<file path="src/rtl/dsp_mac_sequencer_pkg.sv">
// Shared types and OPMODE encodings for the DSP48A1 MAC sequencer.
// Slice is configured B_INPUT=DIRECT, CARRYINSEL=OPMODE5, so OPMODE[6:4] stay zero.
package dsp_mac_pkg;

    typedef enum logic [1:0] {
        S_IDLE,
        S_RUN,
        S_DRAIN,
        S_DONE
    } state_t;

    localparam int         OPM_SUB_BIT   = 7;
    localparam logic [7:0] OPM_FIRST_ADD = 8'h01;  // Z=0, X=M
    localparam logic [7:0] OPM_ACC_ADD   = 8'h09;  // Z=P, X=M
    localparam logic [7:0] OPM_HOLD      = 8'h08;  // Z=P, X=0
    localparam logic [7:0] OPM_CLR       = 8'h00;

    function automatic logic [7:0] opm_beat(input logic first, input logic sub);
        logic [7:0] o;
        o              = first ? OPM_FIRST_ADD : OPM_ACC_ADD;
        o[OPM_SUB_BIT] = sub;
        return o;
    endfunction

endpackage

</file>
<file path="src/rtl/dsp_mac_sequencer_if.sv">
// Command, operand-stream and result handshakes of the MAC sequencer.
// master = fetch/consumer side, slave = sequencer.
interface dsp_mac_sequencer_if #(
    parameter int LEN_W = 10
);
    logic             cmd_valid;
    logic             cmd_ready;
    logic [LEN_W-1:0] cmd_len;
    logic             cmd_sub;
    logic             in_valid;
    logic             in_ready;
    logic [17:0]      in_a;
    logic [17:0]      in_b;
    logic             res_valid;
    logic             res_ready;
    logic [47:0]      res_data;

    modport master (
        output cmd_valid, cmd_len, cmd_sub, in_valid, in_a, in_b, res_ready,
        input  cmd_ready, in_ready, res_valid, res_data
    );

    modport slave (
        input  cmd_valid, cmd_len, cmd_sub, in_valid, in_a, in_b, res_ready,
        output cmd_ready, in_ready, res_valid, res_data
    );
endinterface

</file>
<file path="src/rtl/dsp_mac_sequencer_opmode_delay_line.sv">
// Fixed-depth shift register that aligns the issued OPMODE tag with the slice pipeline.
// DEPTH=0 degenerates to a wire.
module opmode_delay_line #(
    parameter int DEPTH = 1,
    parameter int WIDTH = 8
) (
    input  logic             clk,
    input  logic             rst,
    input  logic [WIDTH-1:0] d,
    output logic [WIDTH-1:0] q
);
    generate
        if (DEPTH == 0) begin : g_pass
            assign q = d;
        end else begin : g_pipe
            logic [DEPTH-1:0][WIDTH-1:0] sr;
            always_ff @(posedge clk) begin
                if (rst) begin
                    sr <= '0;
                end else begin
                    sr[0] <= d;
                    for (int i = 1; i < DEPTH; i++) sr[i] <= sr[i-1];
                end
            end
            assign q = sr[DEPTH-1];
        end
    endgenerate
endmodule

</file>
<file path="src/rtl/dsp_mac_sequencer.sv">
// Streams operand pairs into a DSP48A1 slice as a dot product and returns the drained P.
// Stalls are bubbles of HOLD opcodes; the slice clock enable only drops during reset.
module dsp_mac_sequencer
    import dsp_mac_pkg::*;
#(
    parameter int LEN_W   = 10,
    parameter int P_LAT   = 3,
    parameter int OPM_DLY = 1
) (
    input  logic                 CLK,
    input  logic                 RST,
    dsp_mac_sequencer_if.slave   bus,
    output logic [17:0]          DSP_A,
    output logic [17:0]          DSP_B,
    output logic [7:0]           DSP_OPMODE,
    output logic                 DSP_CE,
    input  logic [47:0]          DSP_P
);
    state_t           state;
    logic [LEN_W-1:0] len_q;
    logic [LEN_W-1:0] cnt;   // beat index in RUN, drain countdown in DRAIN
    logic             sub_q;
    logic [7:0]       tag_q; // issued tag, aligned with DSP_A/DSP_B

    wire cmd_hs = bus.cmd_valid & bus.cmd_ready;
    wire in_hs  = bus.in_valid & bus.in_ready;

    assign DSP_CE = ~RST;

    always_ff @(posedge CLK) begin
        if (RST) begin
            state         <= S_IDLE;
            len_q         <= '0;
            cnt           <= '0;
            sub_q         <= 1'b0;
            tag_q         <= OPM_CLR;
            DSP_A         <= '0;
            DSP_B         <= '0;
            bus.cmd_ready <= 1'b1;
            bus.in_ready  <= 1'b0;
            bus.res_valid <= 1'b0;
            bus.res_data  <= '0;
        end else begin
            tag_q <= OPM_HOLD;
            DSP_A <= '0;
            DSP_B <= '0;
            case (state)
                S_IDLE: if (cmd_hs) begin
                    len_q         <= bus.cmd_len;
                    sub_q         <= bus.cmd_sub;
                    cnt           <= '0;
                    bus.cmd_ready <= 1'b0;
                    if (bus.cmd_len == '0) begin
                        state         <= S_DONE;
                        bus.res_data  <= '0;
                        bus.res_valid <= 1'b1;
                    end else begin
                        state        <= S_RUN;
                        bus.in_ready <= 1'b1;
                    end
                end
                S_RUN: if (in_hs) begin
                    DSP_A <= bus.in_a;
                    DSP_B <= bus.in_b;
                    tag_q <= opm_beat(cnt == '0, sub_q);
                    if (cnt == len_q - 1'b1) begin
                        state        <= S_DRAIN;
                        cnt          <= LEN_W'(P_LAT);
                        bus.in_ready <= 1'b0;
                    end else begin
                        cnt <= cnt + 1'b1;
                    end
                end
                // cnt hits zero exactly when the last beat's sum sits on DSP_P
                S_DRAIN: if (cnt == '0) begin
                    bus.res_data  <= DSP_P;
                    bus.res_valid <= 1'b1;
                    state         <= S_DONE;
                end else begin
                    cnt <= cnt - 1'b1;
                end
                S_DONE: if (bus.res_valid & bus.res_ready) begin
                    bus.res_valid <= 1'b0;
                    bus.cmd_ready <= 1'b1;
                    state         <= S_IDLE;
                end
                default: state <= S_IDLE;
            endcase
        end
    end

    opmode_delay_line #(
        .DEPTH (OPM_DLY),
        .WIDTH (8)
    ) u_opm_dly (
        .clk (CLK),
        .rst (RST),
        .d   (tag_q),
        .q   (DSP_OPMODE)
    );
endmodule

</file>
<file path="src/flat_wrapper.sv">
// flat-port wrapper written by rule: the top's interface ports become plain ports
module dsp_mac_sequencer_flat import dsp_mac_pkg::*;
#(
    parameter int LEN_W   = 10,
    parameter int P_LAT   = 3,
    parameter int OPM_DLY = 1
)
  (CLK, RST, DSP_A, DSP_B, DSP_OPMODE, DSP_CE, DSP_P, bus_cmd_valid, bus_cmd_len, bus_cmd_sub, bus_in_valid, bus_in_a, bus_in_b, bus_res_ready, bus_cmd_ready, bus_in_ready, bus_res_valid, bus_res_data);
  dsp_mac_sequencer_if #(.LEN_W(LEN_W)) bus_i ();
  input  logic CLK;
  input  logic RST;
  output logic [17:0] DSP_A;
  output logic [17:0] DSP_B;
  output logic [7:0] DSP_OPMODE;
  output logic DSP_CE;
  input  logic [47:0] DSP_P;
  input wire logic [$bits(bus_i.cmd_valid)-1:0] bus_cmd_valid;
  input wire logic [$bits(bus_i.cmd_len)-1:0] bus_cmd_len;
  input wire logic [$bits(bus_i.cmd_sub)-1:0] bus_cmd_sub;
  input wire logic [$bits(bus_i.in_valid)-1:0] bus_in_valid;
  input wire logic [$bits(bus_i.in_a)-1:0] bus_in_a;
  input wire logic [$bits(bus_i.in_b)-1:0] bus_in_b;
  input wire logic [$bits(bus_i.res_ready)-1:0] bus_res_ready;
  output wire logic [$bits(bus_i.cmd_ready)-1:0] bus_cmd_ready;
  output wire logic [$bits(bus_i.in_ready)-1:0] bus_in_ready;
  output wire logic [$bits(bus_i.res_valid)-1:0] bus_res_valid;
  output wire logic [$bits(bus_i.res_data)-1:0] bus_res_data;
  assign bus_i.cmd_valid = bus_cmd_valid;
  assign bus_i.cmd_len = bus_cmd_len;
  assign bus_i.cmd_sub = bus_cmd_sub;
  assign bus_i.in_valid = bus_in_valid;
  assign bus_i.in_a = bus_in_a;
  assign bus_i.in_b = bus_in_b;
  assign bus_i.res_ready = bus_res_ready;
  assign bus_cmd_ready = bus_i.cmd_ready;
  assign bus_in_ready = bus_i.in_ready;
  assign bus_res_valid = bus_i.res_valid;
  assign bus_res_data = bus_i.res_data;
  dsp_mac_sequencer #(.LEN_W(LEN_W), .P_LAT(P_LAT), .OPM_DLY(OPM_DLY)) u_core (.CLK(CLK), .RST(RST), .bus(bus_i), .DSP_A(DSP_A), .DSP_B(DSP_B), .DSP_OPMODE(DSP_OPMODE), .DSP_CE(DSP_CE), .DSP_P(DSP_P));
endmodule
</file>
<file path="config.mk">
export PLATFORM = sky130hd
export DESIGN_NAME = dsp_mac_sequencer_flat
export DESIGN_NICKNAME = d
export VERILOG_FILES = /design/src/rtl/dsp_mac_sequencer_pkg.sv /design/src/rtl/dsp_mac_sequencer_if.sv /design/src/rtl/dsp_mac_sequencer_opmode_delay_line.sv /design/src/rtl/dsp_mac_sequencer.sv /design/src/flat_wrapper.sv
export SDC_FILE = /design/constraint.sdc
export NUM_CORES = 1
export LEC_CHECK = 0
export ABC_AREA = 1
export CAP_MARGIN = 25
export CORE_MARGIN = 5
export CORE_UTILIZATION = 23
export DETAILED_ROUTE_END_ITERATION = 16
export PLACE_DENSITY_LB_ADDON = 0.15
export SLEW_MARGIN = 25
export SYNTH_ARGS = -nofsm -noshare
export SYNTH_HDL_FRONTEND = slang
export SYNTH_SLANG_ARGS = --single-unit
</file>
<file path="constraint.sdc">
create_clock -name CLK -period 1.9 [get_ports CLK]
set_clock_uncertainty 0.2 [all_clocks]
set_input_delay 0.19 -clock CLK [delete_from_list [all_inputs] [get_ports CLK]]
set_output_delay 0.19 -clock CLK [all_outputs]
set_load 0.02 [all_outputs]
</file>
==> impl_metrics.ini <==
[status]
status = complete, but fails checks
violations = negative setup slack

[floorplan]
dieArea_um2 = 24900
die_x_um = 158
num_io_pins = 196
die_h_um = 158
rows = 54
start_util = 0.232
coreArea_um2 = 21600

[sta]
hold_viol = 0
fin_crit_ns = 2.01
fmax_ghz = 0.497
max_slew_margin = 0.515
fin_crit_sh = 1.06
rsz0062_at_grt = yes
setup_viol = 61
setup_tns_ns = -3.98
setup_slack_ns = -0.111
tightest_slew_ns = 0.727
drv_slew = 0

[drt]
wl_um = 17100
ant_nets = 0
drt_iter0_markers = 189
via_per_inst = 4.16
drcViolationCount = 0
dr_total_vias = 5118
wl_per_cell_um = 13.9
first_pass_iters = 4

[synth]
yosys_warnings = 0
muxShareOfSynthArea = 0
postSynthRegisterBits = 116
synth_ff_type = dfxtp_1
synth_top_family_by_area = simple AND/OR/NAND/NOR gates
synthArstFlopShare = 0
synth-compound-area-share = 0.109
synthXorXnorAreaFrac = 0.0210
syn_inst = 686
syn_area_um2 = 5010
ys_seq_area_frac = 0.463
synth_edf_count = 0
ys_types = 30
yosys.area_share.simple = 0.279
synthAdderAreaFrac = 0.0200
synth_area_per_cell_um2 = 7.31

[cts]
ctsRootBufferMaster = clkbuf_16
cts_buffers = 17
cts-hold-fix-buffers = 0
clockBufferDepth = 2
cts_tree = done
clk_pin_slew_ns = 0.06
clkLatencyLatePin_ns = 0.41
cts.sinks = 116
htreeDepth = 4

[power_and_ir_drop]
powerDensity_nw_per_um2 = 1210
p_leak_nw = 3.56
max-vdd-ir-drop_uv = 665

[layout]
mostFrequentLayoutCells = clkdlybuf4s50_1 (187), nand2_1 (133), dfxtp_1 (112)
drive_gt1_frac = 0.197
antenna_cells = 0
nNetsFinal = 1047
final_common_cell = clkdlybuf4s50_1
multiInputGateArea_um2 = 2440
syn_to_final_growth_pct = 75.7
area.sequential_um2 = 2330
utilization = 0.407
fillers = 2245

[worst_hold_path]
hold_path_class = input port to register

[worst_setup_path]
cp_cell_sequence = inv_1, ha_1, nand3_1, buf_4, o21ai_4, nand3_4, clkinv_8, clkbuf_16, nand3_1, a21oi_1
crit_path_start_kind = register
crit_arrival_ns = 2.14
slowest_stage = dfxtp_1
cp.required_ns = 2.03
cp_num_buf_inv = 4
max_stage_delay_ns = 0.31
end_kind = register
critPathKind = register to register
critical-path-top-delay-family = buffers and inverters
path_common_cell = nand3_1
cp_max_fo = 8

[place]
gp_congestion = 0.824
hpwl_um = 11900
place_ws_ns = -0.454
portBuffers = 190

[global_route]
antenna_found_initial = 0
grt_pass1_vias = 5051
grt_pass1_wl_um = 25900
grt_usage = 0.131
grt_max_degree = 63
grt_overflow = 0

[flow_run]
max-cap-violations = 0
==> final cells by class <==
class                           count  share of cell area
Inverter                           82              0.0364
Multi-Input combinational cell    449               0.277
Sequential cell                   116               0.264
Tap cell                          280              0.0398
Clock buffer                       17              0.0483
Timing Repair Buffer              273               0.308
Clock inverter                     14              0.0257
==> worst register-to-register path, stage by stage, from the launching register on <==
cell and delay [ns]:
dfxtp_1 0.31, inv_1 0.07, ha_1 0.14, nand3_1 0.14, buf_4 0.18, o21ai_4 0.20, nand3_4 0.16, clkinv_8 0.15
clkbuf_16 0.17, nand3_1 0.07, a21oi_1 0.14
==> Yosys cell counts (2+ instances only) <==
master	instances	area (um2)
a21oi_1	78	390
buf_2	10	50.1
nor2_1	77	289
inv_1	80	300
nand2_1	144	541
xnor2_1	4	35.0
buf_6	2	22.5
inv_2	2	7.51
o21ai_0	24	120
buf_4	5	37.5
dfxtp_1	116	2320
nand3b_1	6	45.0
nand4_1	5	31.3
nand3_2	11	110
ha_1	8	100
xor2_1	8	70.1
buf_8	2	30.0
nand3_1	65	325
nor3_1	4	20.0
clkbuf_1	24	90.1
nor4_1	2	12.5
==> sequential cells by signal (all words and copies together) (netlist names) <==
name	flops
u_core.DSP_A	18
u_core.DSP_B	18
u_core.bus.cmd_ready	1
u_core.bus.in_ready	1
u_core.bus.res_data	48
u_core.bus.res_valid	1
u_core.cnt	10
u_core.len_q	10
u_core.state	2
u_core.sub_q	1
u_core.tag_q	3
u_core.u_opm_dly.q	3
==> kinds of logic (layout without fill, tap and decap cells) <==
family	Yosys count	count (layout)
simple gates	317	317
buf+inv	125	386
flops	116	116
compound gates	107	107
xor+xnor	12	12
fa+ha+maj	8	8
other cells	1	5
==> metrics by stage <==
| step | hold WS [ns] | area (um2) | power [mW] | std cells |
|---|---|---|---|---|
| after floorplan | 0.102 | 5030 | 4.74 | 690 |
| after global placement | 0.193 | 7600 | 6.23 | 1186 |
| after CTS | 0.0693 | 8490 | 10.4 | 1221 |
| after detailed placement | 0.192 | 7600 | 6.23 | 1186 |
| after global routing | 0.0917 | 8810 | 11.3 | 1231 |
| final | 0.0914 | 8810 | 10.6 | 1231 |
==> power breakdown <==
group          leakage (nW)  total [mW]  internal [mW]  switching, mW
Clock                 0.311        3.57           2.34           1.23
Sequential            0.940        2.75           2.62          0.127
Combinational          2.31        4.33           1.95           2.38
Total                  3.56        10.6           6.91           3.74
==> timing repair <==
item / in CTS / in global routing
setup buffers: 3 / 5
setup endpoints to repair: 63 / 101
gates cloned: 2 / 5
gates resized for setup: 53 / 36
pin swaps: 14 / 17
==> per-layer routing <==
metal  part of all wire  track usage  vias to the layer above  wire (um)
met5                  0            0                        -          0
met4              0.015       0.0447                        0        259
met3              0.090       0.0549                       13       1540
met2               0.46        0.211                      137       7850
met1               0.44        0.158                     2282       7460
li1                   -            -                     2686          -
==> worst paths after layout <==
kind | to | from | slack, ns | depth (start not counted)
setup / recovery | u_core.bus.res_data[36]$_SDFFE_PP0P_ | u_core.cnt[1]$_SDFFE_PP0P_ | -0.11 | 10
hold reg to reg | u_core.u_opm_dly.q[3]$_SDFF_PP0_ | u_core.tag_q[3]$_SDFF_PP0_ | 0.20 | 2
hold / removal | u_core.bus.cmd_ready$_SDFFE_PP1P_ | RST | 0.09 | 4
setup reg to reg | u_core.bus.res_data[36]$_SDFFE_PP0P_ | u_core.cnt[1]$_SDFFE_PP0P_ | -0.11 | 10
Note: power is estimated with default switching activity, not from simulation.
